### src/rtl/ex_fifo_pkg.sv
// Shared defaults and types for the FIFO write arbiter.
package ex_fifo_pkg;
  localparam int EX_DATA_W_DEF  = 8;
  localparam int EX_MAX_PKT_DEF = 1024;
  localparam int EX_CNT_W       = 11;

  typedef enum logic {IDLE, XFER} state_e;
endpackage

### src/rtl/ex_fifo_rr_arb2.sv
// Two-way round-robin pick: the pointer names the requester that wins a tie.
module ex_fifo_rr_arb2 (
  input  logic [1:0] req_i,
  input  logic       ptr_i,
  output logic [1:0] win_o
);
  always_comb begin
    win_o = 2'b00;
    if (ptr_i) begin
      if (req_i[1])      win_o = 2'b10;
      else if (req_i[0]) win_o = 2'b01;
    end else begin
      if (req_i[0])      win_o = 2'b01;
      else if (req_i[1]) win_o = 2'b10;
    end
  end
endmodule

### src/rtl/ex_fifo_wr_arbiter.sv
// Packet-granular arbiter muxing two requesters onto one shared FIFO write port.
module ex_fifo_wr_arbiter
  import ex_fifo_pkg::*;
#(
  parameter int DATA_WIDTH  = EX_DATA_W_DEF,
  parameter int MAX_PKT_LEN = EX_MAX_PKT_DEF
) (
  input  logic                  clk,
  input  logic                  rst_n,
  input  logic                  req0_valid,
  input  logic [DATA_WIDTH-1:0] req0_data,
  input  logic                  req0_last,
  output logic                  req0_ready,
  input  logic                  req1_valid,
  input  logic [DATA_WIDTH-1:0] req1_data,
  input  logic                  req1_last,
  output logic                  req1_ready,
  input  logic                  fifo_wr_vld,
  output logic                  fifo_wr_en,
  output logic [DATA_WIDTH-1:0] fifo_wr_data,
  output logic [1:0]            grant,
  output logic                  pkt_done,
  output logic                  err_len
);
  localparam logic [EX_CNT_W-1:0] LAST_IDX = EX_CNT_W'(MAX_PKT_LEN - 1);

  state_e               state_q, state_d;
  logic [1:0]           grant_q, grant_d;
  logic                 ptr_q, ptr_d;
  logic [EX_CNT_W-1:0]  cnt_q, cnt_d;
  logic [1:0]           rst_sync_q;
  logic [1:0]           req_vld, win, ready;
  logic                 rst_ok, beat, beat_last, at_max;

  // Assertion is immediate; release waits two edges before arbitration may start.
  always_ff @(posedge clk or negedge rst_n) begin
    if (!rst_n) rst_sync_q <= 2'b00;
    else        rst_sync_q <= {rst_sync_q[0], 1'b1};
  end
  assign rst_ok = rst_sync_q[1];

  assign req_vld = {req1_valid, req0_valid};

  ex_fifo_rr_arb2 u_rr (
    .req_i (req_vld),
    .ptr_i (ptr_q),
    .win_o (win)
  );

  assign ready     = (state_q == XFER) ? (grant_q & {2{fifo_wr_vld}}) : 2'b00;
  assign beat      = |(ready & req_vld);
  assign beat_last = grant_q[1] ? req1_last : req0_last;
  assign at_max    = (cnt_q == LAST_IDX);

  assign req0_ready   = ready[0];
  assign req1_ready   = ready[1];
  assign fifo_wr_en   = beat;
  assign fifo_wr_data = beat ? (grant_q[1] ? req1_data : req0_data) : '0;
  assign grant        = grant_q;
  assign pkt_done     = beat & (beat_last | at_max);
  assign err_len      = beat & ~beat_last & at_max;

  always_comb begin
    state_d = state_q;
    grant_d = grant_q;
    ptr_d   = ptr_q;
    cnt_d   = cnt_q;
    case (state_q)
      IDLE: begin
        if (rst_ok && |req_vld) begin
          state_d = XFER;
          grant_d = win;
          cnt_d   = '0;
        end
      end
      XFER: begin
        if (beat) cnt_d = cnt_q + EX_CNT_W'(1);
        // Truncated packets end here too; the remainder re-arbitrates as a new packet.
        if (pkt_done) begin
          state_d = IDLE;
          grant_d = 2'b00;
          ptr_d   = grant_q[0];
        end
      end
      default: state_d = IDLE;
    endcase
  end

  always_ff @(posedge clk or negedge rst_n) begin
    if (!rst_n) begin
      state_q <= IDLE;
      grant_q <= 2'b00;
      ptr_q   <= 1'b0;
      cnt_q   <= '0;
    end else begin
      state_q <= state_d;
      grant_q <= grant_d;
      ptr_q   <= ptr_d;
      cnt_q   <= cnt_d;
    end
  end
endmodule

### config.mk
export PLATFORM = sky130hd
export DESIGN_NAME = ex_fifo_wr_arbiter
export DESIGN_NICKNAME = d
export VERILOG_FILES = /design/src/rtl/ex_fifo_pkg.sv /design/src/rtl/ex_fifo_rr_arb2.sv /design/src/rtl/ex_fifo_wr_arbiter.sv
export SDC_FILE = /design/constraint.sdc
export NUM_CORES = 1
export LEC_CHECK = 0
export CAP_MARGIN = 5
export CORE_UTILIZATION = 26
export CTS_BUF_LIST = sky130_fd_sc_hd__clkbuf_16
export CTS_CLUSTER_SIZE = 20
export DETAILED_ROUTE_END_ITERATION = 10
export PLACE_DENSITY = 0.62
export SLEW_MARGIN = 20
export SYNTH_ARGS = -nofsm -noshare
export SYNTH_HDL_FRONTEND = slang
export SYNTH_SLANG_ARGS = --single-unit
### constraint.sdc
create_clock -name clk -period 3.3 [get_ports clk]
set_input_delay 0.825 -clock clk [delete_from_list [all_inputs] [get_ports clk]]
set_output_delay 0.825 -clock clk [all_outputs]
set_load 0.005 [all_outputs]
# --- Yosys cells after proc, flatten, opt, wreduce, memory -nomap -nowiden ---
# Index checks and enable logic that the tools add are counted.
# Widths: inputs -> output; s select.
totals:
  regBits: 17
  word_cells: 42
  in_bits: 23
  output_inout_bits: 15
classes:
  bitwise_logic: 8
  n_addsub: 1
  muxes: 18
  eq_ne: 4
  n_reduce_logical: 6
op_table:
  columns: ["op", "n"]
  rows:
  - ["$mux 11", 2]
  - ["$pmux 11 s2", 1]
  - ["$mux 8", 2]
  - ["$mux 2", 7]
  - ["$add 11x1->11 const B", 1]
  - ["$eq 11x10->1 const B", 1]
  - ["$reduce_and 2->1", 3]
  - ["$and 2x2->2", 2]
  - ["$mux 1", 4]
  - ["$ne 2x2->1 const B", 2]
  - ["$pmux 2 s2", 1]
  - ["$reduce_or 2->1", 2]
  - ["$and 1x1->1", 3]
  - ["$ne 2x1->1 const B", 1]
  - ["$not 1->1", 2]
  - ["$pmux 1 s2", 1]
  - ["$logic_and 1x1->1", 1]
  - ["$or 1x1->1", 1]

# --- Logic depth before layout (Yosys ltp) ---
# Gate-level depths: netlist of run 1.
depth:
  depth_word: 7
  mapped_depth: 6
  depth_no_buf: 5

# --- Modules after synthesis ---
# From an unflattened synthesis of run 1, not the netlist that was laid out.
hier_totals:
  hier_cells: 107
  area_unflattened_um2: 1027.2
by_module_without_submodules:
  columns: ["module", "area_per_inst_um2", "n_inst", "cells_per_inst"]
  rows:
  - ["ex_fifo_wr_arbiter", 1008.5, 1, 104]
  - ["ex_fifo_rr_arb2", 18.8, 1, 3]

# --- Least setup slack after synthesis of run 1 ---
# Ideal clock, no wire load.
synth_timing:
  path_kind: "in2out"
  start: "in req0_valid"
  end: "out err_len"
  arrival_time_ps: 1576
  slack_ps: 899
  path_buffers: 0
  cell_stages: 4
  path_cell_list: "a22oi_2 -> nor3_1 -> nand4_1 -> nor3_1"
synth_via:
  elab_chain_cells: 4
synth_lines:
  columns: ["item", "line", "text"]
  rows:
  - ["start, declared", "ex_fifo_wr_arbiter.sv:10", "input logic req0_valid,"]
  - ["$and 2x2->2", "ex_fifo_wr_arbiter.sv:51", "assign beat = |(ready & req_vld);"]
  - ["$reduce_or 2->1", "ex_fifo_wr_arbiter.sv:51", null]
  - ["$and 1x1->1 (2 in a row)", "ex_fifo_wr_arbiter.sv:61", "assign err_len = beat & ~beat_last & at_max;"]
  - ["end, declared", "ex_fifo_wr_arbiter.sv:23", "output logic err_len"]
# No other way between the ends.

# --- Final worst setup path of run 1 ---
layout_timing:
  start: "in req0_valid"
  end: "out pkt_done"
layout_via:
  elab_chain_cells: 3
layout_lines:
  columns: ["item", "line", "text"]
  rows:
  - ["$and 2x2->2", "ex_fifo_wr_arbiter.sv:51", null]
  - ["$reduce_or 2->1", "ex_fifo_wr_arbiter.sv:51", null]
  - ["$and 1x1->1", "ex_fifo_wr_arbiter.sv:60", "assign pkt_done = beat & (beat_last | at_max);"]
  - ["end, declared", "ex_fifo_wr_arbiter.sv:22", "output logic pkt_done,"]
# No other way between the ends.

==> flow_summary.yaml, run 1 <==
setup_path:
  critPathKind: "in -> out"
  cp-startpoint: "req0_valid"
  path_max_fanout: 2
  worst_ep_arrival_time_ps: 2410
  end_kind: "output port"
  cp.required_ps: 2470
  r2r_start: "cnt_q[0]"
  start_kind: "input pin"
  r2r_cells: 6
  critPathCapture: "pkt_done"
  r2r_slack_ps: 1500
  r2r_end: "ptr_q"
synth:
  synth_nets: 131
  synth_area_um2: 988
  yosysTopAreaCellShare_pct: 43.0
  yosys_warnings: 0
  ys.flop_type: "dfrtp_1"
  synthTopCellsByArea: "dfrtp_1 43%, mux2i_1 11%, o21ai_0 4.6%, nand2_1 4.2%, nor2_1 3.8%"
  synth.distinct_cells: 33
  ys_seq_area_share_pct: 43.0
  syn_area_per_cell_um2: 9.24
  synth_top_cell_by_area: "dfrtp_1"
  synthArstFlopShare_pct: 100
  ys_ff_latch: 17
  synth-edff-count: 0
  postSynthCellCount: 107
  netlist_top_cells_count: "17 x dfrtp_1, 11 x mux2i_1, 11 x nand2_1"
  post-synth-top-count-cell: "dfrtp_1"
clock_network:
  tritoncts.num_buffers: 3
  clk_pin_slew_ps: 50
  cts_tree: "done"
  clk_latency_ps: 250
  clock-sinks: 17
  h-tree-depth: 1
  holdBufCountCts: 0
  cts-root-buf: "clkbuf_16"
  cts_buffer_depth: 2
sta:
  finClkSkew_ps: 1.66
  slew_viol_final: 0
  max_freq_mhz: 309
  holdWs_ps: 347
  maxSlewHeadroom_pct: 46.8
  setup_viol: 0
  rsz0062_at_grt: "no"
  fin_crit_ps: 3230
  hold_viol: 0
  fin_ws_ps: 66.3
  fin_crit_sh_pct: 98.0
  worst_slew_pin_slew_ps: 796
pwr:
  finalPower_w: 0.000872
  power_leakage_nw: 0.785
  power_density_mw_per_mm2: 544
  irDropWorstVdd_mv: 0.258
routing:
  drtIter0Drc: 64
  dr.pass1.iters: 4
  antenna_left: 0
  post-route-drc-count: 0
  avgViaCountPerCell: 4.86
  wl_um: 2660
  vias: 996
  wl_per_cell_um: 13.0
global_routing:
  grt.total_usage_pct: 14.2
  grt_max_degree: 18
  grt_pass1_vias: 966
  grt-ovfl-total: 0
  grt_pass1_wl_um: 4310
  antenna_found_initial: 0
outcome:
  status: "finished clean"
placement:
  gp_congestion: 0.796
  postPlaceCellArea_mm2: 0.00149
  post-place-ws_ps: -98.9
  portBuffers: 37
  hpwlAfterDp_um: 2050
final_layout:
  design_area_mm2: 0.00160
  fillers: 356
  drive_above_1_share_pct: 15.3
  final_nets: 182
  num_antenna_cells: 0
  areaGrowthSynthToFinish_pct: 62.0
die:
  pin_count: 38
  die_w_um: 63.7
  coreArea_mm2: 0.00366
  die_h_um: 63.7
  die_area_mm2: 0.00405
  start_util_pct: 27.0
  fp-row-count: 22
hold_path:
  min_path_type: "reg -> reg"
job:
  drv_cap: 0
## how the worst min path moves through the flow
stage / startpoint / to / slack, ps / depth (start not counted)
2_1_floorplan: rst_sync_q[0] / rst_sync_q[1] / 330 / 0
3_3_place_gp: rst_sync_q[0] / rst_sync_q[1] / 330 / 0
3_5_place_dp: rst_sync_q[0] / rst_sync_q[1] / 340 / 0
4_1_cts: rst_sync_q[0] / rst_sync_q[1] / 350 / 0
5_1_grt: rst_sync_q[0] / rst_sync_q[1] / 350 / 0
6_report: rst_sync_q[0] / rst_sync_q[1] / 350 / 0
## cells by family (layout without fill, tap and decap cells)
| logic type | Yosys count | after routing | share of synthesized area (%) |
|---|---|---|---|
| fa+ha+maj | 1 | 1 | 1.27 |
| buf+inv | 10 | 60 | 4.68 |
| flops | 17 | 17 | 43.0 |
| mux | 13 | 13 | 13.8 |
| compound gates | 22 | 22 | 13.9 |
| simple gates | 43 | 43 | 22.9 |
| other cells | 1 | 1 | 0.379 |
## stage by stage
stage	instances	TNS (ps)	utilization, %
2_1_floorplan	107	0	-
3_3_place_gp	199	-209	40.7
6_report	205	0	43.7
3_5_place_dp	199	-456	40.7
4_1_cts	203	0	43.0
5_1_grt	205	0	43.7
## placed cells by master, fill, tap and decap left out, types with 4 or more instances in the layout
cell | Yosys | final
mux2i_1 | 11 | 11
o21ai_0 | 9 | 9
a21oi_1 | 4 | 4
dlygate4sd2_1 | 0 | 7
nand3_1 | 4 | 4
clkdlybuf4s50_1 | 0 | 27
buf_4 | 0 | 12
dfrtp_1 | 17 | 17
nand2_1 | 11 | 11
inv_1 | 6 | 7
nor2_1 | 10 | 10
## worst max-delay path, cell delays in order
cell,delay [ps]
clkdlybuf4s50_1,490
a22oi_2,100
or2_4,270
nor3b_4,200
clkdlybuf4s50_1,520
## final cells by class
cell class / instances / area, um^2 / share of cell area, %
clock buffers: 3 / 75.1 / 4.69
clock inverters: 1 / 3.75 / 0.234
flip-flops and latches: 17 / 425 / 26.6
repair buffers: 50 / 479 / 29.9
inverters: 6 / 22.5 / 1.41
well taps: 48 / 60.1 / 3.75
multi-input cells: 80 / 536 / 33.4
## sequential cells by signal, indices dropped and copies added (netlist names)
name	count
state_q	1
ptr_q	1
grant	2
cnt_q	11
rst_sync_q	2
## power by group
part           internal, W  switching, W
clock             0.000161     0.0000796
sequential        0.000246     0.0000432
combinational     0.000192      0.000150
total             0.000599      0.000273
## repair_timing
action / in CTS / in global routing
endpoints found under the hold margin: 0 / 0
pin swaps: 1 / 3
endpoints found under the setup margin: 11 / 4
resized for setup: 10 / 4
setup buffers: 0 / 2
## layer usage
layer | up-vias | part of all wire [%] | track usage (%)
li1 | 477 | - | -
met1 | 463 | 42 | 16.6
met2 | 50 | 47 | 21.8
met3 | 6 | 8.8 | 5.98
met4 | 0 | 2.8 | 7.67
met5 | - | 0 | 0
No activity file was read; power rests on OpenSTA's default activity.
==> run 2: changes to the inputs <==
--- a/config.mk
+++ b/config.mk
@@ -10,6 +10,7 @@
 export CTS_BUF_LIST = sky130_fd_sc_hd__clkbuf_16
 export CTS_CLUSTER_SIZE = 20
 export DETAILED_ROUTE_END_ITERATION = 10
+export HOLD_SLACK_MARGIN = 0.1
 export PLACE_DENSITY = 0.62
 export SLEW_MARGIN = 20
 export SYNTH_ARGS = -nofsm -noshare
==> results of run 2 <==
No change in the layout: final DEF, timing and power equal those of run 1.
